<file path="src/rtl/core_pkg.sv">
// core_pkg: shared funct3 encodings, memory FSM states and helpers
// for the memory-access stage.
package core_pkg;

  localparam logic [2:0] F3_B  = 3'b000;
  localparam logic [2:0] F3_H  = 3'b001;
  localparam logic [2:0] F3_W  = 3'b010;
  localparam logic [2:0] F3_BU = 3'b100;
  localparam logic [2:0] F3_HU = 3'b101;

  typedef enum logic [1:0] {
    IDLE      = 2'd0,
    WAIT_GNT  = 2'd1,
    WAIT_DATA = 2'd2
  } mem_state_e;

  function automatic logic f3_is_byte(input logic [2:0] f3);
    return (f3 == F3_B) || (f3 == F3_BU);
  endfunction

  function automatic logic f3_is_half(input logic [2:0] f3);
    return (f3 == F3_H) || (f3 == F3_HU);
  endfunction

endpackage

</file>
<file path="src/rtl/mem_lane_align.sv">
// mem_lane_align: sub-word store lane replication / byte enables
// and load extraction with sign or zero extension.
module mem_lane_align
  import core_pkg::*;
(
  input  logic [2:0]  funct3,
  input  logic [1:0]  lane,
  input  logic [31:0] sdata,
  input  logic [31:0] rdata,
  output logic [31:0] wdata,
  output logic [3:0]  wstrb,
  output logic [31:0] ldata
);

  logic [7:0]  rbyte;
  logic [15:0] rhalf;

  // pick the addressed byte and half out of the returned word
  always_comb begin
    rbyte = rdata[7:0];
    unique case (lane)
      2'd0: rbyte = rdata[7:0];
      2'd1: rbyte = rdata[15:8];
      2'd2: rbyte = rdata[23:16];
      2'd3: rbyte = rdata[31:24];
      default: rbyte = rdata[7:0];
    endcase
    rhalf = lane[1] ? rdata[31:16] : rdata[15:0];
  end

  // size decode; funct3[2] selects zero extension
  always_comb begin
    wdata = sdata;
    wstrb = 4'b1111;
    ldata = rdata;
    unique case (1'b1)
      f3_is_byte(funct3): begin
        wdata = {4{sdata[7:0]}};
        wstrb = 4'b0001 << lane;
        ldata = funct3[2] ? {24'd0, rbyte}
                          : {{24{rbyte[7]}}, rbyte};
      end
      f3_is_half(funct3): begin
        wdata = {2{sdata[15:0]}};
        wstrb = 4'b0011 << {lane[1], 1'b0};
        ldata = funct3[2] ? {16'd0, rhalf}
                          : {{16{rhalf[15]}}, rhalf};
      end
      default: ;
    endcase
  end

endmodule

</file>
<file path="src/rtl/mem_access_stage.sv">
// mem_access_stage: req/gnt/rvalid data-memory stage feeding writeback.
// Optional MISALIGN_TRAP_EN: misaligned accesses are flagged, not issued.
module mem_access_stage
  import core_pkg::*;
#(
  parameter int ADDR_W = 32,
  parameter int RSEL_W = 5
) (
  input  logic              clock,
  input  logic              reset,
  input  logic [31:0]       ac_pc,
  input  logic [RSEL_W-1:0] ac_write_sel,
  input  logic [31:0]       alu_result,
  input  logic [31:0]       ac_data2,
  input  logic [2:0]        ac_funct3,
  input  logic              ac_is_load,
  input  logic              ac_is_store,
  input  logic              ac_is_wb,
  output logic              mem_req,
  output logic              mem_we,
  output logic [ADDR_W-1:0] mem_addr,
  output logic [31:0]       mem_wdata,
  output logic [3:0]        mem_wstrb,
  input  logic              mem_gnt,
  input  logic              mem_rvalid,
  input  logic [31:0]       mem_rdata,
  output logic              mem_stall,
  output logic [31:0]       cw_pc,
  output logic [RSEL_W-1:0] cw_write_sel,
  output logic [31:0]       cw_result,
  output logic              cw_is_wb,
  output logic              cw_misalign
);

  mem_state_e state_q, state_d;

  logic        is_acc;
  logic        misalign;
  logic        is_mem;
  logic        req;
  logic        done;
  logic [31:0] al_wdata;
  logic [3:0]  al_wstrb;
  logic [31:0] al_ldata;

  assign is_acc = ac_is_load | ac_is_store;

`ifdef MISALIGN_TRAP_EN
  assign misalign = is_acc & (
    f3_is_byte(ac_funct3) ? 1'b0 :
    f3_is_half(ac_funct3) ? alu_result[0] :
    (alu_result[1:0] != 2'b00));
`else
  assign misalign = 1'b0;
`endif

  assign is_mem = is_acc & ~misalign;

  mem_lane_align u_align (
    .funct3 (ac_funct3),
    .lane   (alu_result[1:0]),
    .sdata  (ac_data2),
    .rdata  (mem_rdata),
    .wdata  (al_wdata),
    .wstrb  (al_wstrb),
    .ldata  (al_ldata)
  );

  // next-state, request and completion decode
  always_comb begin
    state_d = state_q;
    req     = 1'b0;
    done    = 1'b0;
    unique case (state_q)
      IDLE: begin
        if (is_mem) begin
          req = 1'b1;
          if (!mem_gnt)        state_d = WAIT_GNT;
          else if (ac_is_load) state_d = WAIT_DATA;
          else                 done    = 1'b1;
        end
      end
      WAIT_GNT: begin
        req = 1'b1;
        if (mem_gnt) begin
          if (ac_is_load) begin
            state_d = WAIT_DATA;
          end else begin
            done    = 1'b1;
            state_d = IDLE;
          end
        end
      end
      WAIT_DATA: begin
        if (mem_rvalid) begin
          done    = 1'b1;
          state_d = IDLE;
        end
      end
      default: state_d = IDLE;
    endcase
  end

  assign mem_req   = req & ~reset;
  assign mem_we    = mem_req & ~ac_is_load;
  assign mem_addr  = mem_req ? {alu_result[ADDR_W-1:2], 2'b00}
                             : '0;
  assign mem_wdata = mem_we ? al_wdata : 32'd0;
  assign mem_wstrb = mem_we ? al_wstrb : 4'd0;
  assign mem_stall = ((state_q != IDLE) | is_mem) & ~done & ~reset;

  // state register; reset abandons any access in flight
  always_ff @(posedge clock) begin
    if (reset) state_q <= IDLE;
    else       state_q <= state_d;
  end

  // writeback registers advance only when the stage is not stalled
  always_ff @(posedge clock) begin
    if (reset) begin
      cw_pc        <= 32'd0;
      cw_write_sel <= '0;
      cw_result    <= 32'd0;
      cw_is_wb     <= 1'b0;
      cw_misalign  <= 1'b0;
    end else if (!mem_stall) begin
      cw_pc        <= ac_pc;
      cw_write_sel <= ac_write_sel;
      cw_result    <= (ac_is_load & ~misalign) ? al_ldata
                                               : alu_result;
      cw_is_wb     <= ac_is_wb & ~misalign;
      cw_misalign  <= misalign;
    end
  end

endmodule

</file>
<file path="config.mk">
export PLATFORM = sky130hd
export DESIGN_NAME = mem_access_stage
export DESIGN_NICKNAME = d
export VERILOG_FILES = /design/src/rtl/core_pkg.sv /design/src/rtl/mem_lane_align.sv /design/src/rtl/mem_access_stage.sv
export SDC_FILE = /design/constraint.sdc
export NUM_CORES = 1
export LEC_CHECK = 0
export CAP_MARGIN = 20
export CELL_PAD_IN_SITES_DETAIL_PLACEMENT = 0
export CELL_PAD_IN_SITES_GLOBAL_PLACEMENT = 1
export CORE_MARGIN = 5
export CORE_UTILIZATION = 24
export DETAILED_ROUTE_END_ITERATION = 8
export PLACE_DENSITY_LB_ADDON = 0.05
export RECOVER_POWER = 100
export SYNTH_ARGS = -nofsm -noshare
export SYNTH_HDL_FRONTEND = slang
export SYNTH_SLANG_ARGS = --single-unit
export TNS_END_PERCENT = 50
</file>
<file path="constraint.sdc">
create_clock -name clock -period 2.4 [get_ports clock]
set_input_delay 0.48 -clock clock [delete_from_list [all_inputs] [get_ports clock]]
set_output_delay 0.48 -clock clock [all_outputs]
set_load 0.05 [all_outputs]
</file>
# Yosys cells after proc, flatten, opt, wreduce, memory -nomap -nowiden
# Cells that the tools add are included.
[word_totals] register_bits=72
[op_classes] muxes=25 shifts=2 n_bitwise=9 eq_ne=12 reduce_logical=7
[ops] operator="two-way mux 32 bit" count=5
[ops] operator="one-hot mux 32 bit (2 select lines)" count=2
[ops] operator="one-hot mux 8 bit (4 select lines)" count=1
[ops] operator="two-way mux 16 bit" count=1
[ops] operator="two-way mux 2 bit" count=6
[ops] operator="one-hot mux 4 bit (2 select lines)" count=1
[ops] operator="equality test 2 bit (second input constant)" count=3
[ops] operator="equality test 3 bit (second input constant)" count=2
[ops] operator="!= test 2 bit (second input constant)" count=3
[ops] operator="one-hot mux 2 bit (3 select lines)" count=1
[ops] operator="two-way mux 1 bit" count=5
[ops] operator="AND 1 bit" count=4
[ops] operator="equality test 2 x 1 -> 1 bit (second input constant)" count=2
[ops] operator="logical NOT 2 bit" count=2
[ops] operator="two-way mux 4 bit" count=1
[ops] operator="AND reduction 4 bit" count=1
[ops] operator="<< shifter 1 x 2 -> 4 bit (first input constant)" count=1
[ops] operator="<< shifter 2 x 2 -> 4 bit (first input constant)" count=1
[ops] operator="equality test 3 x 1 -> 1 bit (second input constant)" count=1
[ops] operator="logical NOT 3 bit" count=1
[ops] operator="!= test 3 bit (second input constant)" count=1
[ops] operator="NOT 1 bit" count=3
[ops] operator="one-hot mux 1 bit (3 select lines)" count=1
[ops] operator="logical OR 1 bit" count=2
[ops] operator="other kinds (3)" count=4

# Longest topological paths before layout
[logic_depth] depth_word=7 ltp_mapped=8 mapped_depth_nobuf=5

# By module
# Synthesis repeated with hierarchy kept, for this count alone.
[unflattened] cells_unflattened=606 hier_area_um2=5400.2
[modules_own_cells] mod="mem_access_stage" cells_each=431 area_each_um2=4192.8 instances=1 seq_area_each_um2=1441.4
[modules_own_cells] mod="mem_lane_align" cells_each=175 area_each_um2=1207.4 instances=1 seq_area_each_um2=0.0

# Worst setup path before layout
# OpenSTA, ideal clock, no wires.
[synth_timing] path_type="flip-flop to output port" startpoint="reg state_q[1]" endpoint="out mem_wstrb[1]" path_buffers=2 t_arrival_ps=2228 stages_incl_launch_ff=6 path_slack_ps=-308 cell_sequence="dfxtp_1 clkbuf_1 nor3_1 nand2_1 clkbuf_1 nor3_1"
[synth_via] elab_chain_len=5 elab_cells_between_ends=6 classes_between="eq/ne (1); mux (2); bitwise (2); reduce/logical (1)"
[synth_rtl] item="start: declaration" line="mem_access_stage.sv:35" text="mem_state_e state_q, state_d;"
[synth_rtl] item="start signal: assignment" line="mem_access_stage.sv:115" text="else state_q <= state_d;"
[synth_rtl] item="equality test 2 x 1 -> 1 bit / logical NOT 2 bit (equally long branches)" line="mem_access_stage.sv:74" text="unique case (state_q)"
[synth_rtl] item="one-hot mux 1 bit (2 select lines) (*)" line="mem_access_stage.sv:74"
[synth_rtl] item="AND 1 bit (*)" line="mem_access_stage.sv:104" text="assign mem_req = req & ~reset;"
[synth_rtl] item="AND 1 bit (*)" line="mem_access_stage.sv:105" text="assign mem_we = mem_req & ~ac_is_load;"
[synth_rtl] item="two-way mux 4 bit (*)" line="mem_access_stage.sv:109" text="assign mem_wstrb = mem_we ? al_wstrb : 4'd0;"
[synth_rtl] item="end: declaration" line="mem_access_stage.sv:23" text="output logic [3:0] mem_wstrb,"
# Every way passes the cells marked *; elsewhere a longest branch is shown, timed or not.

# Final worst setup path
[layout_timing] startpoint="in ac_funct3[0]" endpoint="out mem_wstrb[2]"
[layout_via] elab_chain_len=4 elab_cells_between_ends=8 classes_between="eq/ne (3); mux (2); reduce/logical (3)"
[layout_rtl] item="start: declaration" line="mem_access_stage.sv:15" text="input logic [2:0] ac_funct3,"
[layout_rtl] item="equality test 3 x 1 -> 1 bit (tied with other cells)" line="core_pkg.sv:22" text="return (f3 == F3_H) || (f3 == F3_HU);"
[layout_rtl] item="logical OR 1 bit, on equally long branches" line="core_pkg.sv:22, core_pkg.sv:18"
[layout_rtl] item="one-hot mux 4 bit (2 select lines) (*)" line="mem_lane_align.sv:36" text="unique case (1'b1)"
[layout_rtl] item="two-way mux 4 bit (*)" line="mem_access_stage.sv:109"
# Marked as above.

==> reports/summary.txt <==
Detail Route Antenna Nets: 0
Total gr overflow: 0
Fin crit period: 2.37 ns
Mapped Area: 0.00417 sq mm
HP Start: cw_pc[0]
Worst-skew pair later-pin latency: 0.33 ns
Fmax: 0.423 GHz
Simple-Gate Fraction of Synth Area: 0.277
Most numerous cell in the Yosys netlist: nand2_1
Post-synth ARST share: 0
Power Density: 532 mW/mm^2
R2r startpoint: state_q[0]
Synth Area in XOR/XNOR: 0
DP HPWL: 15700 um
Final period util: 0.986
Initial core utilization: 0.242
Initial drt markers: 213
Initial antenna violation count: 0
Dpl cells: 1058
Normalized max-slew margin: 0.457
Syn Inst Count: 556
Final hold violation count: 0
Routed wire per std cell: 18.2 um
Critical Path End Type: output port
Critical Path Fanout Max: 12
ANT cells: 0
DIE WIDTH: 142 um
RSZ-0062 raised after global routing: true
CP Buf/Inv Count: 4
Top_reg_cell synth: dfxtp_1
Worst reg-to-reg setup slack: 0.47 ns
Layout cells sized above 1: 0.201
Max capacitance violation total: 0
Clk slew on worst S/H paths: 0.05 ns
Core Region: 0.0172 sq mm
Clk buf depth: 2
Syn_area_per_cell: 7.49 sq um
Via Count: 5064
Complex-gate fraction of the synthesized area: 0.253
CP cell instances: clkdlybuf4s50_1 -> buf_4 -> nand2b_1 -> buf_4 -> a21oi_2 -> nor2_2 -> buf_12
Yosys reg bits: 72
Critical Path AT: 1.89 ns
Max VDD drop: 0.356 mV
CP dominant cell by count: buf_4
Crit path max-delay family: buffers and inverters
Post-Synth Adder-Cell Area: 0
Site Rows: 48
Seq/Total Area, Yosys: 0.346
Status: completed
Final #Nets: 989
First-pass GRT wire length: 29800 um
Area after DPL: 0.00807 sq mm
CTS root buffer: clkbuf_16
Num CTS Buffers: 9
Hold WC Path Type: reg2reg
CP max stage delay: 0.52 ns
Gpl congestion: 0.831
Vias per cell: 4.71
Post-route cell area: 0.00837 sq mm
Pin count of the biggest net entering global routing: 76
Pleak: 3.46 nW
# IOs: 285
Measured slew at the worst slew-check pin: 0.815 ns
CTS tree: done
Slowest-stage cell, CP: clkdlybuf4s50_1
Number of synthesized flops with an enable pin: 0
Startpoint Class: input port
TritonCTS Sinks: 72
Yosys top cell by area: dfxtp_1
GRT Util Overall: 0.188
H-tree depth: 3
Max-slew violation count: 0
Critical register-to-register path endpoint: cw_pc[4]
Final Non-Filler Cells: 1075
Worst Skew: 0.00716 ns
Die outline height: 142 um
Input/output buffers: 281
Distinct cell type count after synthesis: 46
Top cells by count, synth: nand2_1, dfxtp_1, a21oi_1
Syn-to-layout area delta: 101%
Critical Path Sink: mem_wstrb[2]
Largest family of logic cells by synthesized area: simple AND/OR/NAND/NOR gates
R2r worst-path depth: 7
Final WL: 19600 um
CP required: 1.92 ns
Critical Path Stages: 7
Syn. warnings: 0
Crit Path Category: in2out
Setup violators final: 0
Largest cells by area after synthesis: dfxtp_1, nand2_1, a21oi_1
Crit path from: ac_funct3[0]
Post-synth top area share: 0.346
Drt first pass iters: 4
Vias in the first global route: 5262
Die area: 0.0201 sq mm
Multiplexer share of the synthesized area: 0.0460
# DRC: 0
Setup TNS Final: 0 ns
[per-layer routing]
layer  vias to the layer above  share of wire  global-route usage
met5                         -              0                   0
met1                      2332           0.42               0.230
met4                         0          0.023              0.0596
li1                       2507              -                   -
met2                       195           0.48               0.315
met3                        30          0.077              0.0597
[placed cells by master, fill, tap and decap left out, drive strengths merged, types with 2 or more instances in the layout]
master | Yosys | layout
a21o | 6 | 6
nor4 | 2 | 2
dfxtp | 72 | 72
o21ai | 22 | 22
a2111oi | 7 | 7
nor3 | 9 | 9
a211oi | 8 | 8
a22oi | 7 | 7
nor2b | 11 | 11
o32ai | 5 | 5
nor2 | 51 | 51
dlygate4sd3 | 0 | 70
mux2i | 18 | 18
nand3 | 3 | 3
and2 | 38 | 38
inv | 4 | 5
conb | 1 | 3
buf | 15 | 112
clkbuf | 35 | 16
a31o | 7 | 7
nand3b | 2 | 2
nand2 | 132 | 132
a21oi | 65 | 65
clkdlybuf4s50 | 0 | 137
and3 | 6 | 6
a221oi | 16 | 16
a22o | 2 | 2
clkinv | 0 | 2
[final cells by class]
cell class | instances | area [sq um]
inverters | 4 | 15.0
fillers | 1690 | 8810
flip-flops and latches | 72 | 1440
clock buffers | 10 | 239
clock inverters | 5 | 56.3
multi-input cells | 432 | 2450
well taps | 225 | 282
repair buffers | 327 | 3880
[kinds of logic after synthesis]
group                  count (synthesis)
and+or+nand+nor                      258
AOI/OAI and AO/OA                    152
DFF                                   72
buffers and inverters                 54
muxes                                 19
other                                  1
[repair_timing]
| item | in CTS | in global routing |
|---|---|---|
| gates cloned | 0 | 0 |
| hold buffers | 0 | 0 |
| setup endpoints to repair | 81 | 18 |
| gates resized for setup | 7 | 16 |
| pin swaps | 1 | 2 |
| setup buffers | 2 | 0 |
[worst min-delay path by stage]
| stage | to | slack [ns] | cells past startpoint |
|---|---|---|---|
| floorplan | state_q[1] | 0.54 | 3 |
| global placement | cw_pc[25] | 0.44 | 2 |
| detailed placement | cw_pc[11] | 0.45 | 2 |
| CTS | cw_pc[0] | 0.46 | 2 |
| global route | cw_pc[2] | 0.46 | 2 |
| finish | cw_pc[0] | 0.45 | 2 |
[registers in the layout (all words and copies together), names as in the netlist]
name / flops
cw_write_sel: 5
cw_is_wb: 1
cw_pc: 32
cw_result: 32
state_q: 2
[stage by stage]
step	worst slack (ns)	total power (W)	hold WS, ns	util
2_1_floorplan	-0.308	0.00230	0.536	-
3_3_place_gp	-0.376	0.00316	0.438	0.470
3_5_place_dp	-0.509	0.00317	0.446	0.470
4_1_cts	0.0164	0.00456	0.456	0.488
5_1_grt	-0.0465	0.00465	0.463	0.487
6_report	0.0348	0.00445	0.447	0.487
[tightest hold or removal path, stage by stage, from the launching register on]
cell and delay [ns]:
dfxtp_1 0.30, nand2_1 0.05, a21oi_1 0.05
[power breakdown]
| group | total (W) | internal (W) | switching, W |
|---|---|---|---|
| Clock | 0.00135 | 0.000827 | 0.000526 |
| Combinational | 0.00177 | 0.000751 | 0.00102 |
| Sequential | 0.00133 | 0.00129 | 0.0000431 |
No activity file was read; power rests on OpenSTA's default activity.
